===== config.mk =====
export PLATFORM = sky130hd
export DESIGN_NAME = psum_accum_drain
export DESIGN_NICKNAME = d
export VERILOG_FILES = /design/src/rtl/psum_accum_drain_pkg.sv /design/src/rtl/psum_lane_relu.sv /design/src/rtl/psum_accum_drain.sv
export SDC_FILE = /design/constraint.sdc
export NUM_CORES = 2
export LEC_CHECK = 0
export CORE_UTILIZATION = 60
export CTS_BUF_LIST = sky130_fd_sc_hd__clkbuf_16
export DETAILED_ROUTE_END_ITERATION = 8
export HOLD_SLACK_MARGIN = 0.08
export PLACE_DENSITY = 0.84
export SLEW_MARGIN = 20
export SYNTH_ARGS = -nofsm -noshare
export SYNTH_HDL_FRONTEND = slang
export SYNTH_SLANG_ARGS = --single-unit

===== constraint.sdc =====
create_clock -name clk -period 23.1 [get_ports clk]
set_input_delay 3.465 -clock clk [delete_from_list [all_inputs] [get_ports clk]]
set_output_delay 3.465 -clock clk [all_outputs]
set_load 0.005 [all_outputs]

===== src/rtl/psum_accum_drain_pkg.sv =====
// Shared types and helpers for the psum accumulate/ReLU drain block.
package psum_accum_drain_pkg;

  typedef enum logic [1:0] {
    ST_IDLE  = 2'd0,
    ST_DRAIN = 2'd1,
    ST_FLUSH = 2'd2,
    ST_DONE  = 2'd3
  } state_t;

  localparam logic MODE_WS = 1'b0;
  localparam logic MODE_OS = 1'b1;

  // Bit offset of lane 'lane' inside a packed vector of 'bw'-wide lanes.
  function automatic int lane_lsb(input int lane, input int bw);
    return lane * bw;
  endfunction

endpackage


===== src/rtl/psum_lane_relu.sv =====
// Combinational ReLU for one signed psum lane.
module psum_lane_relu #(
  parameter int psum_bw = 16
) (
  input  logic [psum_bw-1:0] din,
  output logic [psum_bw-1:0] dout
);

  function automatic logic [psum_bw-1:0] relu(input logic signed [psum_bw-1:0] x);
    return x[psum_bw-1] ? '0 : x;
  endfunction

  assign dout = relu(din);

endmodule


===== src/rtl/psum_accum_drain.sv =====
// Pops psum vectors from the OFIFO, accumulates them per output pixel over
// the kernel taps, then streams the ReLU'd bank into the psum memory.
module psum_accum_drain
  import psum_accum_drain_pkg::*;
#(
  parameter int psum_bw  = 16,
  parameter int col      = 8,
  parameter int len_onij = 16,
  parameter int len_kij  = 9,
  parameter int addr_bw  = 4
) (
  input  logic                   clk,
  input  logic                   reset,
  input  logic                   start,
  input  logic                   mode,
  input  logic                   ofifo_valid,
  input  logic [psum_bw*col-1:0] ofifo_out,
  output logic                   ofifo_rd,
  output logic                   pmem_wr,
  output logic [addr_bw-1:0]     pmem_addr,
  output logic [psum_bw*col-1:0] pmem_data,
  output logic                   busy,
  output logic                   done
);

  localparam int KIJ_W = (len_kij > 1) ? $clog2(len_kij) : 1;
  localparam logic [addr_bw-1:0] ONIJ_LAST = addr_bw'(len_onij - 1);
  localparam logic [KIJ_W-1:0]   KIJ_LAST  = KIJ_W'(len_kij - 1);

  // Two's-complement add at lane width; overflow wraps by truncation.
  function automatic logic signed [psum_bw-1:0] wrap_add(
    input logic signed [psum_bw-1:0] a,
    input logic signed [psum_bw-1:0] b
  );
    return a + b;
  endfunction

  state_t               state, state_n;
  logic [addr_bw-1:0]   onij_cnt;
  logic [KIJ_W-1:0]     kij_cnt;
  logic                 mode_q;
  logic                 onij_last;
  logic                 kij_last;
  logic                 pop;
  logic                 wr_req;

  logic signed [psum_bw-1:0] acc     [len_onij][col];
  logic signed [psum_bw-1:0] in_lane [col];
  logic [psum_bw-1:0]        rd_lane [col];
  logic [psum_bw*col-1:0]    relu_vec;

  logic                      vld_p1;
  logic [addr_bw-1:0]        addr_p1;
  logic [psum_bw*col-1:0]    data_p1;

  assign onij_last = (onij_cnt == ONIJ_LAST);
  assign kij_last  = (mode_q == MODE_OS) ? (kij_cnt == '0) : (kij_cnt == KIJ_LAST);
  assign pop       = (state == ST_DRAIN) && ofifo_valid;
  assign busy      = (state != ST_IDLE);
  assign done      = (state == ST_DONE);

  // Unpack the show-ahead OFIFO head into signed lanes.
  for (genvar i = 0; i < col; i++) begin : g_in
    assign in_lane[i] = ofifo_out[lane_lsb(i, psum_bw) +: psum_bw];
  end

  // State register.
  always_ff @(posedge clk) begin
    if (reset) state <= ST_IDLE;
    else       state <= state_n;
  end

  // Next-state and combinational control; FLUSH lingers one extra cycle so
  // DONE lands on the cycle after the last visible write.
  always_comb begin
    state_n  = state;
    ofifo_rd = 1'b0;
    wr_req   = 1'b0;
    case (state)
      ST_IDLE: begin
        if (start) state_n = ST_DRAIN;
      end
      ST_DRAIN: begin
        ofifo_rd = ofifo_valid;
        if (ofifo_valid && onij_last && kij_last) state_n = ST_FLUSH;
      end
      ST_FLUSH: begin
        if (vld_p1 && (addr_p1 == ONIJ_LAST)) state_n = ST_DONE;
        else                                   wr_req  = 1'b1;
      end
      ST_DONE: begin
        state_n = ST_IDLE;
      end
      default: state_n = ST_IDLE;
    endcase
  end

  // Pixel/tap counters and the per-tile mode latch.
  always_ff @(posedge clk) begin
    if (reset) begin
      onij_cnt <= '0;
      kij_cnt  <= '0;
      mode_q   <= MODE_WS;
    end else begin
      case (state)
        ST_IDLE: begin
          if (start) begin
            onij_cnt <= '0;
            kij_cnt  <= '0;
            mode_q   <= mode;
          end
        end
        ST_DRAIN: begin
          if (ofifo_valid) begin
            if (onij_last) begin
              onij_cnt <= '0;
              kij_cnt  <= kij_last ? '0 : kij_cnt + 1'b1;
            end else begin
              onij_cnt <= onij_cnt + 1'b1;
            end
          end
        end
        ST_FLUSH: begin
          if (wr_req) onij_cnt <= onij_last ? '0 : onij_cnt + 1'b1;
        end
        default: ;
      endcase
    end
  end

  // Accumulator read-modify-write. The bank is read combinationally, so a
  // write on one edge is already visible to the read in the next cycle,
  // which covers back-to-back hits on the same pixel (len_onij == 1).
  always_ff @(posedge clk) begin
    if (pop) begin
      for (int i = 0; i < col; i++) begin
        acc[onij_cnt][i] <= wrap_add((kij_cnt == '0) ? '0 : acc[onij_cnt][i], in_lane[i]);
      end
    end
  end

  // Flush read path: current pixel through per-lane ReLU.
  for (genvar i = 0; i < col; i++) begin : g_relu
    assign rd_lane[i] = acc[onij_cnt][i];
    psum_lane_relu #(.psum_bw(psum_bw)) u_relu (
      .din  (rd_lane[i]),
      .dout (relu_vec[lane_lsb(i, psum_bw) +: psum_bw])
    );
  end

  // ---- stage p0 -> p1: registered psum memory write ----
  // Outputs are cleared on reset so an abandoned tile cannot write.
  always_ff @(posedge clk) begin
    if (reset) begin
      vld_p1  <= 1'b0;
      addr_p1 <= '0;
      data_p1 <= '0;
    end else begin
      vld_p1 <= wr_req;
      if (wr_req) begin
        addr_p1 <= onij_cnt;
        data_p1 <= relu_vec;
      end
    end
  end

  assign pmem_wr   = vld_p1;
  assign pmem_addr = addr_p1;
  assign pmem_data = data_p1;

endmodule


Word-level counts from Yosys, hierarchy flattened:

Memory sizes are Yosys's and may differ from the RTL's. A register that Yosys moved wholly into a read port is not among the register bits.
Cells that the tools add are included.

* register bits: 144
* output and inout bits: 136
* bits in latches: 0
* input port bits: 133
* memories kept: 1
* logic and storage cells: 80
* bits in read-only memories: 0
* memory bits (writable): 2048

Memories
* acc: depth 16, bits a word 128, read ports 1, clocked after memory_dff 1, write ports 1, RTL line psum_accum_drain.sv:47 `logic signed [psum_bw-1:0] acc [len_onij][col];`

* eq/ne operators: 12
* muxes and demuxes: 37
* add/subtract/negate cells: 10
* shifts and indexed selects: 0
* reductions and logical operators: 13
* div/mod/pow operators: 0
* bitwise operators: 0
* $mul: 0
* order comparisons: 0

Operators with widths (number)
* $add 16x16->16: 8
* $mux 16: 8
* $mux 15: 8
* $mux 4: 9
* $eq 4x4->1 const B: 3
* $pmux 4 s3: 1
* $ne 2x2->1 const B: 5
* $add 4x1->4 const B: 2
* $pmux 2 s4: 1
* $pmux 4 s2: 1
* $reduce_and 4->1: 2
* $mux 1: 6
* $mux 2: 3
* $eq 2x2->1 const B: 2
* $logic_and 1x1->1: 4
* $logic_not 4->1: 1
* $reduce_bool 2->1: 2
* $reduce_and 3->1: 1
* $reduce_bool 3->1: 1
* $eq 2x1->1 const B: 1
* $logic_not 2->1: 1
* $ne 2x1->1 const B: 1
* $reduce_and 2->1: 1

Longest topological paths before layout:

* depth in word-level cells: 8
* mapped depth: 19
* depth with buffers taken out: 14

By module:

Synthesis repeated with hierarchy kept, for this count alone.

* cell total of the unflattened synthesis: 4731
* area, all modules: 89866.2 um^2

Modules (own cells, without submodules)
* psum_accum_drain: instances 1, area each 88715.1 um^2, cells each 4587, seq. area each 64461.8 um^2
* psum_lane_relu: instances 8, area each 143.9 um^2, cells each 18, seq. area each 0.0 um^2

Worst setup path after synthesis:

No wires, ideal clock.

* path kind: input-to-reg
* start: input ofifo_valid
* end: memory acc[0][0] (netlist name), enable pin
* path buffers: 1
* stages: 4
* data arrival time: 12.522 ns
* required time: 22.328 ns
* slack: 9.807 ns
* setup time: 0.772 ns
* cell sequence: and2_0 clkbuf_1 nand2_1 nor3_1

* cells in the longest elaborated chain, start to end: 3

Ends and longest elaborated chain
* from (decl): RTL line psum_accum_drain.sv:16 `input logic ofifo_valid,`
* $logic_and 1x1->1: RTL line psum_accum_drain.sv:58 `assign pop = (state == ST_DRAIN) && ofifo_valid;`
* $mux 1: RTL line psum_accum_drain.sv:135 `if (pop) begin`
* $mux 1: RTL line psum_accum_drain.sv:137 `acc[onij_cnt][i] <= wrap_add((kij_cnt == '0) ? '0 : acc[onij_cnt][i], in_lane[i]);`
* to (decl): RTL line psum_accum_drain.sv:47

Every way passes these cells.

Worst setup path after layout:

* start: input ofifo_valid
* end: output ofifo_rd

* cells in the longest elaborated chain, start to end: 1

Ends and longest elaborated chain
* $mux 1: RTL line psum_accum_drain.sv:79 `case (state)`
* to (decl): RTL line psum_accum_drain.sv:18 `output logic ofifo_rd,`

Every way passes these cells.

==> flow_summary.toml <==
[timing]
relSlewSlack = 0.208
rsz0062_at_grt = "false"
report.final.setup_viol = 0
setup_slack_ps = 14740
period_needed_ps = 8360
finalCritPeriodShare = 0.362
tns_ps = 0
max_freq_mhz = 120
drv_slew = 0
hold_violations = 0
worstMarginPinSlew_ps = 1190
finalClockSkew_ps = 43.2

[power_and_ir_drop]
pwr_density_cell_nw_per_um2 = 106
p_sw_frac = 0.274
combPwrFrac = 0.214
seqPwrFrac = 0.468
vdd_drop_max_v = 0.0000675
leakagePower_nw = 31.7
internal_power_w = 0.00764
p_sw_w = 0.00288
clkPwrFrac = 0.318

[yosys]
ys_ff_latch = 2188
netlist_area_um2 = 87800
synth_most_common_cell = "edfxtp_1"
synth_warnings = 0
synth_top_cell_by_area = "edfxtp_1"
synthArstFlopShare = 0
yosysUniqueCellTypes = 64
yosys-top-cells-area = "edfxtp_1 (70%), mux4_2 (15%), dfxtp_1 (3.2%)"
synth_top_cell_area_share = 0.700
synth_edf_count = 2048
synth_common_cells = "edfxtp_1 (2048), mux4_2 (581), nor2b_1 (151), dfxtp_1 (140), ha_1 (131)"
synth_flop_cell = "edfxtp_1"
syn_inst = 4283
ys_seq_area_frac = 0.732
avgSynthCellArea_um2 = 20.5

[cts]
clk_pin_slew_ps = 60
cts_max_level = 4
clk_path_buf_depth = 3
clock_latency_ps = 860
post_cts_buffers = 0
ctsResizeCount = 0
cts_tree = "yes"
cts_hold_buf = 0
cts-root-buf = "clkbuf_16"
clkSinkCount = 2188
numCtsBuffers = 207

[placed_design]
gp_congestion = 0.845
dp.cells = 6330
port_buffers = 260
place_area_um2 = 92500
place_ws_ps = 14740
dp_hpwl_mm = 115

[final_layout]
drive_above_1_share = 0.225
multi_input_area_um2 = 22800
syn2layout_area_growth_pct = 13.4
final_cells = 6727
fin_util = 0.685
fillers = 8307
design_area_um2 = 99600
nNetsFinal = 4896
seq_area_um2 = 64300

[setup_path]
end_kind = "output pin"
slowest_stage = "clkdlybuf4s50_1"
crit_chain = "clkdlybuf4s50_1 > and2_0 > clkdlybuf4s50_1"
startpoint_type = "primary input"
required_ps = 19640
critPathMaxFanout = 5
crit_arrival_ps = 4890
cpPeakStageDelay_ps = 580
crit_start = "ofifo_valid"
cp_common_cell = "clkdlybuf4s50_1"
setup.worst_path.class = "in -> out"

[hold_path]
holdCritPathClass = "reg -> reg"
holdCritStartpoint = "pmem_data[72]$_SDFFE_PP0P_"

[die]
die_area_um2 = 148000
die_y_um = 385
core_um2 = 145000
rows = 140
die_x_um = 385
io_pins = 269
start_util = 0.604

[route]
routedWlPerCell_um = 34.0
drc = 0
vias_per_cell = 6.95
dr.first_iter.drc_count = 6438
first_pass_iters = 6
antenna_left = 0
finalWirelength_mm = 229
via_count = 46700

[global_routing]
grt_start_max_net_pins = 126
grt_pass1_wl_mm = 328
use_met3 = 0.0685
grt_pass1_vias = 48100
grt_use_total = 0.312
grt-busiest-layer = "met2"
met1_usage = 0.402
grt_overflow = 0
antenna_found_initial = 14
met2_usage = 0.503

[status]
status = "finished, final reports clean"

[job]
cap_viol_max_count = 0
[flip-flops by register name, summed over array words and instances, names as in the netlist, named ones only]
register	cells
kij_cnt	4
pmem_addr	4
mode_q	1
onij_cnt	4
pmem_data	120
acc	2048
state	2
pmem_wr	1
[power groups by stage]
stage          combinational (W)  clock [W]  sequential (W)
6_report                 0.00225    0.00335         0.00493
5_1_grt                  0.00239    0.00349         0.00494
4_1_cts                  0.00220    0.00335         0.00493
3_5_place_dp             0.00214          0         0.00501
3_3_place_gp             0.00206          0         0.00500
2_1_floorplan            0.00158          0         0.00498
[cell type report]
cell class | count | share of cell area
flip-flops and latches | 2188 | 0.646
multi-input cells | 1860 | 0.229
diodes | 9 | 0.000226
clock inverters | 178 | 0.0138
clock buffers | 208 | 0.0523
repair buffers | 342 | 0.0338
well taps | 1917 | 0.0241
inverters | 25 | 0.000942
[cell families (layout without fill, tap and decap cells)]
logic type                 Yosys count  count (layout)  synth area share
buffers and inverters              242             753            0.0150
xor gates and xnor gates           111             111            0.0111
DFF                               2188            2188             0.732
and+or+nand+nor                    495             495            0.0285
other                                1              17         0.0000427
muxes                              644             644             0.157
adders and majority gates          139             139            0.0205
AOI/OAI and AO/OA                  463             463            0.0362
[critical path: cells and delay by family]
| family | cells | cell delay [ps] |
|---|---|---|
| simple gates | 1 | 350 |
| buf+inv | 2 | 1080 |
[routing by layer]
layer / routed length, µm / part of all wire
met5: 57 / 0.00025
met1: 76300 / 0.33
met2: 112000 / 0.49
met3: 27600 / 0.12
met4: 13200 / 0.058
[cell usage in the layout (no fill, tap or decap), drive strengths merged, types with 4 or more instances in the layout]
cell type and instances:
buf 81, and3 7, nand4 11, nand2b 38, a211oi 42, xnor2 76, o211ai 7, a21o 33
mux4 581, dfxtp 140, a31oi 31, a21oi 110, diode 9, o21bai 12, nand3 24, o21a 16
a22o 107, clkbuf 209, o21ai 62, nor3 15, mux2 28, fa 8, and2 9, bufinv 19
o31ai 15, inv 77, clkinv 105, nor2b 151, a31o 4, mux2i 35, nor2 125, conb 8
xor2 35, clkdlybuf4s50 260, or2 5, nand2 99, edfxtp 2048, ha 131
[stage by stage]
stage / hold slack [ps] / total power, W
after floorplan: 449 / 0.00656
after global placement: 436 / 0.00706
after detailed placement: 441 / 0.00715
after CTS: 474 / 0.0105
after global routing: 483 / 0.0108
final: 465 / 0.0105
[final timing paths]
| kind | slack (ps) | depth (start not counted) | to |
|---|---|---|---|
| min reg2reg | 460 | 2 | pmem_data[72]$_SDFFE_PP0P_ |
| max reg2reg | 14940 | 14 | acc[11][30]$_DFFE_PP_ |
| max | 14740 | 3 | ofifo_rd |
| min | 460 | 2 | pmem_data[72]$_SDFFE_PP0P_ |
Note: power is estimated with default switching activity, not from simulation.
